`src/rtl/stack_prog_driver_if.sv`:
```
// Host/CPU-side bundle for stack_prog_driver: loader and start inputs,
// CPU drive outputs and run status.
interface stack_prog_driver_if #(
  parameter int ADDR_W = 5
);
  logic              start;
  logic              wr_en;
  logic [ADDR_W-1:0] wr_addr;
  logic [3:0]        wr_data;
  logic [ADDR_W:0]   prog_len;
  logic [3:0]        nib_out;
  logic              cpu_rst;
  logic              busy;
  logic              done;
  logic              err;
  logic [ADDR_W-1:0] pc;
  logic [7:0]        instr_cnt;

  modport master (
    output start, wr_en, wr_addr, wr_data, prog_len,
    input  nib_out, cpu_rst, busy, done, err, pc, instr_cnt
  );

  modport slave (
    input  start, wr_en, wr_addr, wr_data, prog_len,
    output nib_out, cpu_rst, busy, done, err, pc, instr_cnt
  );
endinterface

```
`src/rtl/stack_prog_driver.sv`:
```
// Sequences a nibble program from a small RAM into stack_cpu: opcode on the
// fetch cycle, operand held for the opcode's execute window, plus CPU reset.
//
// state | meaning
// IDLE  | CPU held in reset, waiting for start
// PRIME | one reset cycle before the first fetch
// FETCH | opcode nibble driven to the CPU
// EXEC  | operand (or 0) held for the opcode's execute window
// HALT  | program finished; CPU runs NOOPs, outputs preserved
module stack_prog_driver #(
  parameter int ADDR_W = 5
) (
  input  logic                clk,
  input  logic                rst,
  stack_prog_driver_if.slave  bus
);

  typedef enum logic [2:0] {
    S_IDLE,
    S_PRIME,
    S_FETCH,
    S_EXEC,
    S_HALT
  } state_t;

  localparam int              DEPTH  = 2**ADDR_W;
  localparam logic [ADDR_W:0] PC_ONE = 1;
  localparam logic [ADDR_W:0] PC_TWO = 2;
  localparam logic [ADDR_W-1:0] ADDR_ONE = 1;

  logic [3:0] ram [DEPTH];

  state_t          state_q, state_d;
  logic [ADDR_W:0] pc_q, pc_d;
  logic [ADDR_W:0] len_q, len_d;
  logic [1:0]      cnt_q, cnt_d;
  logic [3:0]      nib_q, nib_d;
  logic            cpu_rst_q, cpu_rst_d;
  logic            busy_q, busy_d;
  logic            done_q, done_d;
  logic            err_q, err_d;
  logic [7:0]      icnt_q, icnt_d;

  logic [3:0]      cur_op;
  logic [3:0]      cur_opnd;
  logic [ADDR_W:0] pc_nxt;
  logic [7:0]      icnt_inc;

  function automatic logic has_operand(input logic [3:0] op);
    return (op == 4'h1) || (op == 4'h6) || (op == 4'h7) || (op == 4'h8);
  endfunction

  // Cycles the CPU spends after the fetch cycle for each opcode.
  function automatic logic [1:0] exec_len(input logic [3:0] op);
    logic [1:0] e;
    case (op)
      4'h1, 4'h2, 4'h5, 4'h6, 4'h7, 4'h8: e = 2'd2;
      4'h9, 4'hA:                         e = 2'd3;
      default:                            e = 2'd1;
    endcase
    return e;
  endfunction

  // The RAM cannot change while busy, so the opcode at pc stays valid in EXEC.
  assign cur_op   = ram[pc_q[ADDR_W-1:0]];
  assign cur_opnd = ram[pc_q[ADDR_W-1:0] + ADDR_ONE];
  assign pc_nxt   = pc_q + (has_operand(cur_op) ? PC_TWO : PC_ONE);
  assign icnt_inc = (icnt_q == 8'hFF) ? icnt_q : icnt_q + 8'd1;

  always_comb begin
    state_d   = state_q;
    pc_d      = pc_q;
    len_d     = len_q;
    cnt_d     = cnt_q;
    err_d     = err_q;
    icnt_d    = icnt_q;
    nib_d     = 4'h0;
    cpu_rst_d = 1'b0;
    busy_d    = 1'b0;
    done_d    = 1'b0;

    case (state_q)
      S_IDLE, S_HALT: begin
        cpu_rst_d = (state_q == S_IDLE);
        if (bus.start) begin
          state_d   = S_PRIME;
          len_d     = bus.prog_len;
          pc_d      = '0;
          err_d     = 1'b0;
          icnt_d    = 8'd0;
          cpu_rst_d = 1'b1;
          busy_d    = 1'b1;
        end
      end
      S_PRIME: begin
        if (len_q != '0) begin
          state_d = S_FETCH;
          nib_d   = cur_op;
          icnt_d  = icnt_inc;
          busy_d  = 1'b1;
        end else begin
          state_d = S_HALT;
          done_d  = 1'b1;
        end
      end
      S_FETCH: begin
        // Opcode already went out; a missing operand just ends the run.
        if (has_operand(cur_op) && ((pc_q + PC_ONE) >= len_q)) begin
          err_d   = 1'b1;
          state_d = S_HALT;
          done_d  = 1'b1;
        end else begin
          state_d = S_EXEC;
          cnt_d   = exec_len(cur_op);
          nib_d   = has_operand(cur_op) ? cur_opnd : 4'h0;
          busy_d  = 1'b1;
        end
      end
      S_EXEC: begin
        if (cnt_q == 2'd1) begin
          pc_d = pc_nxt;
          if (pc_nxt < len_q) begin
            state_d = S_FETCH;
            nib_d   = ram[pc_nxt[ADDR_W-1:0]];
            icnt_d  = icnt_inc;
            busy_d  = 1'b1;
          end else begin
            state_d = S_HALT;
            done_d  = 1'b1;
          end
        end else begin
          cnt_d  = cnt_q - 2'd1;
          nib_d  = nib_q;
          busy_d = 1'b1;
        end
      end
      default: begin
        state_d   = S_IDLE;
        cpu_rst_d = 1'b1;
      end
    endcase
  end

  always_ff @(posedge clk) begin
    if (rst) begin
      state_q   <= S_IDLE;
      pc_q      <= '0;
      len_q     <= '0;
      cnt_q     <= 2'd0;
      nib_q     <= 4'h0;
      cpu_rst_q <= 1'b1;
      busy_q    <= 1'b0;
      done_q    <= 1'b0;
      err_q     <= 1'b0;
      icnt_q    <= 8'd0;
    end else begin
      state_q   <= state_d;
      pc_q      <= pc_d;
      len_q     <= len_d;
      cnt_q     <= cnt_d;
      nib_q     <= nib_d;
      cpu_rst_q <= cpu_rst_d;
      busy_q    <= busy_d;
      done_q    <= done_d;
      err_q     <= err_d;
      icnt_q    <= icnt_d;
    end
  end

  always_ff @(posedge clk) begin
    if (bus.wr_en && ((state_q == S_IDLE) || (state_q == S_HALT))) begin
      ram[bus.wr_addr] <= bus.wr_data;
    end
  end

  assign bus.nib_out   = nib_q;
  assign bus.cpu_rst   = cpu_rst_q;
  assign bus.busy      = busy_q;
  assign bus.done      = done_q;
  assign bus.err       = err_q;
  assign bus.pc        = pc_q[ADDR_W-1:0];
  assign bus.instr_cnt = icnt_q;

endmodule

```
`src/flat_wrapper.sv`:
```
// flat-port wrapper written by rule: the top's interface ports become plain ports
module stack_prog_driver_flat 
#(
  parameter int ADDR_W = 5
)
  (clk, rst, bus_start, bus_wr_en, bus_wr_addr, bus_wr_data, bus_prog_len, bus_nib_out, bus_cpu_rst, bus_busy, bus_done, bus_err, bus_pc, bus_instr_cnt);
  stack_prog_driver_if #(.ADDR_W(ADDR_W)) bus_i ();
  input  logic clk;
  input  logic rst;
  input wire logic [$bits(bus_i.start)-1:0] bus_start;
  input wire logic [$bits(bus_i.wr_en)-1:0] bus_wr_en;
  input wire logic [$bits(bus_i.wr_addr)-1:0] bus_wr_addr;
  input wire logic [$bits(bus_i.wr_data)-1:0] bus_wr_data;
  input wire logic [$bits(bus_i.prog_len)-1:0] bus_prog_len;
  output wire logic [$bits(bus_i.nib_out)-1:0] bus_nib_out;
  output wire logic [$bits(bus_i.cpu_rst)-1:0] bus_cpu_rst;
  output wire logic [$bits(bus_i.busy)-1:0] bus_busy;
  output wire logic [$bits(bus_i.done)-1:0] bus_done;
  output wire logic [$bits(bus_i.err)-1:0] bus_err;
  output wire logic [$bits(bus_i.pc)-1:0] bus_pc;
  output wire logic [$bits(bus_i.instr_cnt)-1:0] bus_instr_cnt;
  assign bus_i.start = bus_start;
  assign bus_i.wr_en = bus_wr_en;
  assign bus_i.wr_addr = bus_wr_addr;
  assign bus_i.wr_data = bus_wr_data;
  assign bus_i.prog_len = bus_prog_len;
  assign bus_nib_out = bus_i.nib_out;
  assign bus_cpu_rst = bus_i.cpu_rst;
  assign bus_busy = bus_i.busy;
  assign bus_done = bus_i.done;
  assign bus_err = bus_i.err;
  assign bus_pc = bus_i.pc;
  assign bus_instr_cnt = bus_i.instr_cnt;
  stack_prog_driver #(.ADDR_W(ADDR_W)) u_core (.clk(clk), .rst(rst), .bus(bus_i));
endmodule
```
`config.mk`:
```
export PLATFORM = sky130hd
export DESIGN_NAME = stack_prog_driver_flat
export DESIGN_NICKNAME = d
export VERILOG_FILES = /design/src/rtl/stack_prog_driver_if.sv /design/src/rtl/stack_prog_driver.sv /design/src/flat_wrapper.sv
export SDC_FILE = /design/constraint.sdc
export NUM_CORES = 1
export LEC_CHECK = 0
export BUFFER_PORTS_ARGS = -buffer_cell sky130_fd_sc_hd__buf_2
export CORE_ASPECT_RATIO = 0.8
export CORE_MARGIN = 1
export CORE_UTILIZATION = 30
export CTS_CLUSTER_SIZE = 14
export DETAILED_ROUTE_END_ITERATION = 12
export HOLD_SLACK_MARGIN = 0.08
export SETUP_SLACK_MARGIN = 0.3
export SLEW_MARGIN = 15
export SYNTH_ARGS = -nofsm -noshare
export SYNTH_HDL_FRONTEND = slang
export SYNTH_SLANG_ARGS = --single-unit
```
`constraint.sdc`:
```
create_clock -name clk -period 14.2 [get_ports clk]
set_clock_uncertainty 0.2 [all_clocks]
set_input_delay 2.84 -clock clk [delete_from_list [all_inputs] [get_ports clk]]
set_output_delay 2.84 -clock clk [all_outputs]
set_load 0.1 [all_outputs]
```
# ---- After elaboration in Yosys (flattened, before gate mapping)
# Memories as Yosys holds them, arrays and structs flattened. A register that Yosys moved wholly into a read port is not among the register bits.
# Cells that the tools add are included.
dict set report word_totals {
  regBits 33
  mem_bits_rw 128
  romBits 32
  input_bits 19
  out_inout_bits 21
  elab_cells 101
  memories 2
}
# name words word_bits rd rd_ports_with_merged_regs wr line_no
set memory_table {}
lappend memory_table {u_core.ram 32 4 3 1 1 stack_prog_driver.sv:31} ;# logic [3:0] ram [DEPTH];
lappend memory_table {{(no name shown)} 16 2 1 0 0 stack_prog_driver.sv:56} ;# case (op)
dict set report classes {
  n_addsub 5
  n_lt_le_gt_ge 2
  n_eq_ne 17
  muxes 45
  reduce_logical 20
}
# cell count
set op_table {}
lappend op_table {{$mux W8} 5}
lappend op_table {{$pmux W8 S3} 1}
lappend op_table {{$mux W4} 5}
lappend op_table {{$mux W3} 5}
lappend op_table {{$mux W1} 14}
lappend op_table {{$mux W6} 2}
lappend op_table {{$pmux W3 S4} 1}
lappend op_table {{$pmux W4 S3} 1}
lappend op_table {{$pmux W6 S2} 1}
lappend op_table {{$mux W5} 2}
lappend op_table {{$reduce_and A3 Y1} 3}
lappend op_table {{$add A8 B1 Y8 const B} 1}
lappend op_table {{$eq A4 B3 Y1 const B} 2}
lappend op_table {{$eq A8 B8 Y1 const B} 1}
lappend op_table {{$ne A2 B1 Y1 const B} 4}
lappend op_table {{$add A6 B1 Y6 const B} 1}
lappend op_table {{$add A6 B6 Y6} 1}
lappend op_table {{$eq A3 B2 Y1 const B} 2}
lappend op_table {{$ge A6 B6 Y1} 1}
lappend op_table {{$lt A6 B6 Y1} 1}
lappend op_table {{$mux W2} 3}
lappend op_table {{$ne A2 B2 Y1 const B} 3}
lappend op_table {{$reduce_bool A2 Y1} 3}
lappend op_table {{$reduce_bool A6 Y1} 1}
lappend op_table {{other kinds (19)} 25}

# ---- Logic depth before layout (Yosys ltp)
dict set report depth {
  word_depth 10
  mapped_depth 28
  mapped_depth_nobuf 23
}

# ---- Worst setup path before layout
# Ideal clock, no wire load.
dict set report synth_timing {
  path_kind {flip-flop to flip-flop}
  start {reg with a tool-made name}
  end {reg u_core.icnt_q[5], in the netlist u_core.bus.instr_cnt[5]}
  setup_time_ps 70
  arrival_ps 6103
  required_time_ps 13930
  slack_ps 7827
  path_stages_with_launch 26
  n_path_buf 5
  synth_period_minus_slack_ps 6373
  path_cell_list {dfxtp_1 > buf_2 > mux4_2 > mux4_2 > mux2_2 > ha_1 > nor2_1 > nor3b_1 > or2_1 > buf_6 > inv_1 > ha_1 > inv_1 > fa_1 > clkbuf_1 > clkbuf_1 > buf_2 > inv_1 > ha_1 > a21o_1 > a21oi_1 > o21ai_1 > nor3_2 > o21ai_1 > or4_1 > a21oi_1}
}
# item line_no
set synth_rtl {}
lappend synth_rtl {{to (signal assigned)} stack_prog_driver.sv:166} ;# icnt_q <= icnt_d;
lappend synth_rtl {{to (decl)} stack_prog_driver.sv:42} ;# logic [7:0] icnt_q, icnt_d;

==> flow_summary_export.csv <==
group,metric,value,unit
layout,diodes,0,
clock_network,cts_tree,"built",
critical_path,end_kind,"flip-flop",
sta,finalMaxSlewViolations,0,
placement,dp_hpwl,19700,um
run_status,status,"finished clean",
pwr,vdd_drop_max,0.0000777,V
clock_network,root_buffer,"clkbuf_16",
critical_path,crit_arrival,7.72,ns
run,drv_cap,0,
pwr,combinationalPowerShare,0.091,
sta,worst_slew_margin_rel,0.280,
clock_network,cts.clk_slew.worst_paths,0.07,ns
logic_synthesis,async_reset_ff_frac,0,
sta,fin_crit_sh,0.531,
routing,wire_per_inst,23.4,um
placement,io_buffers,39,
logic_synthesis,syn_area,0.00954,mm^2
sta,max_freq,0.133,GHz
global_routing,grt_pass1_wl,41500,um
critical_path,cpPeakStageDelay,1.04,ns
pwr,p_sw,294,uW
layout,multiInputGateArea,0.00464,mm^2
clock_network,cts_num_sinks,166,
layout,layout_commonest_cell,"edfxtp_1",
sta,grt_setup_unrepaired,"false",
logic_synthesis,synth_edf_count,128,
floorplanning,dieArea,0.0325,mm^2
routing,viasPerCell,5.70,
floorplanning,num_rows,58,
critical_path,cp_top_family,"simple AND/OR/NAND/NOR gates",
clock_network,htreeDepth,4,
floorplanning,die_w,201,um
clock_network,insertion_delay,0.45,ns
logic_synthesis,ys_ff_latch,166,
logic_synthesis,syn_inst,717,
sta,hold_viol_final,0,
clock_network,clk_path_buf_depth,2,
logic_synthesis,syn_nets,759,
layout,n_fill_cell,3082,
sta,period_minus_slack,7.55,ns
pwr,seqPwrFrac,0.476,
routing,dr_total_vias,6670,
critical_path,crit_fanout,38,
layout,regArea,0.00461,mm^2
logic_synthesis,ys.flop_type,"edfxtp_1",
global_routing,grt_overflow_total,0,
logic_synthesis,ys_seq_area_frac,0.483,
critical_path,crit_chain,"mux4_2 > mux4_2 > mux2_2 > ha_1 > nor2_1 > nor3b_1 > or2_1 > inv_1 > ha_2 > inv_1 > fa_1 > xor2_2 > clkinv_1 > ha_1 > a21oi_1 > o21ai_1 > nor3_2 > o21ai_1 > or4_1 > a21oi_1",
pwr,switching_share,0.259,
logic_synthesis,ys_types,62,
floorplanning,ioPinCount,40,
logic_synthesis,synth_area_leaders,"edfxtp_1, mux4_2, dfxtp_1",
critical_path,crit_type,"reg -> reg",
global_routing,track_usage,0.171,
layout,drive_above_1_share,0.249,
global_routing,antenna_found_initial,0,
pwr,power_density,106,mW/mm^2
global_routing,grt_max_degree,40,
layout,nNetsFinal,781,
logic_synthesis,ys.warnings.count,0,
pwr,clockPowerShare,0.433,
global_routing,first_global_vias,6262,
critical_path,cp-start-kind,"flip-flop",
pwr,totalPowerFinal,1130,uW
hold_path,hp-class,"reg -> reg",
floorplanning,core,0.0314,mm^2
routing,drt_iter0_markers,698,
routing,post-route-drc-count,0,
routing,firstDrtPassIters,6,
pwr,p_leak,0.00346,uW
layout,layout_common_cells,"edfxtp_1, mux4_2, nand2_1, nor2_1, buf_2",
pwr,p_int,841,uW
critical_path,critPathSlowestCell,"dfxtp_2",
clock_network,cts_setup_buffers,0,
critical_path,worstPathRequired,14.37,ns
sta,setup_tns,0,ns
sta,setup_viol,0,
routing,wl,27400,um
layout,syn_to_final_growth,12.3,%
logic_synthesis,yosysTopAreaCell,"edfxtp_1",
clock_network,hold_buffers,0,
sta,worst_slew_pin_slew,1.08,ns
clock_network,numCtsBuffers,17,
critical_path,cp_num_buf_inv,3,
clock_network,cts_resized,0,
placement,gp_congestion,0.912,
logic_synthesis,synth_top_area_frac,0.403,
logic_synthesis,syn_avg_cell_area,13.3,um^2
floorplanning,start_util,0.304,
routing,ant_nets,0,
floorplanning,die_h,162,um
## stage by stage
stage          cells   util  worst slack (ns)  hold WS (ns)  area (um^2)
6_report        1171  0.342              6.65         0.263        10700
5_1_grt         1171  0.342              6.20         0.287        10700
4_1_cts         1171  0.341              6.27         0.265        10700
3_5_place_dp    1140  0.322              6.31         0.255        10100
3_3_place_gp    1140  0.322              6.53         0.248        10100
2_1_floorplan    717      -              7.83         0.236         9540
## area by class of cell
class	count	share of cell area
inverters	22	0.00771
clock inverters	14	0.0174
repair buffers	46	0.0231
multi-input cells	486	0.433
clock buffers	17	0.0397
well taps	420	0.0491
flip-flops and latches	166	0.430
## routing by layer
| metal | GRT usage | routed length [um] |
|---|---|---|
| met5 | 0 | 0 |
| met3 | 0.0630 | 3590 |
| met2 | 0.235 | 11500 |
| met1 | 0.253 | 12000 |
| met4 | 0.0403 | 331 |
## power groups by stage
stage	combinational [uW]	sequential, uW	clock (uW)
final	103	540	491
after floorplan	51.7	567	0
after detailed placement	103	551	0
after CTS	103	540	495
after global placement	101	551	0
after global routing	112	542	515
## sequential cells by signal (all words and copies together) (netlist names), named ones only
name and count:
u_core.bus.nib_out 4, u_core.pc_q 6, u_core.bus.err 1, u_core.bus.busy 1, u_core.cnt_q 2, u_core.bus.done 1, u_core.len_q 6, u_core.bus.instr_cnt 8
u_core.state_q 3, u_core.bus.cpu_rst 1, u_core.ram 128
## synthesized netlist by cell type (7+ instances only)
cell      instances
and2_1            8
mux2i_1          31
nand3_1          18
a22oi_1           7
buf_4            11
mux4_2           93
o21ai_0           8
inv_1            20
nor2_1           59
nand2b_1         12
xor2_1           10
dfxtp_1          38
buf_2             9
ha_1             22
a311oi_1          8
edfxtp_1        128
and3_1           11
clkbuf_1         19
a21oi_1          33
nand2_1          80
## worst register-to-register path, delay by kind of cell, from the launching register on
family	cells	cell delay (ns)
AND/OR/NAND/NOR	5	1.53
buffers and inverters	3	0.79
adder cells (fa/ha/maj)	4	1.32
XOR/XNOR	1	0.60
flip-flops	1	1.04
AO/OA/AOI/OAI	4	0.67
multiplexers	3	1.30
## path summary, 6_finish.rpt
check / endpoint / slack [ns] / cells after the start / from
setup / recovery: u_core.bus.instr_cnt[7] / 6.65 / 20 / flip-flop
hold / removal: u_core.len_q[4] / 0.26 / 2 / u_core.len_q[4]
setup reg to reg: u_core.bus.instr_cnt[7] / 6.65 / 20 / flip-flop
hold reg to reg: u_core.len_q[4] / 0.26 / 2 / u_core.len_q[4]
## cell families after synthesis
kind of cell               synth area share
and+or+nand+nor                       0.110
xor gates and xnor gates             0.0119
AOI/OAI and AO/OA                    0.0738
adders and majority gates            0.0309
muxes                                 0.257
DFF                                   0.483
buffers and inverters                0.0334
No activity file was read; power rests on OpenSTA's default activity.
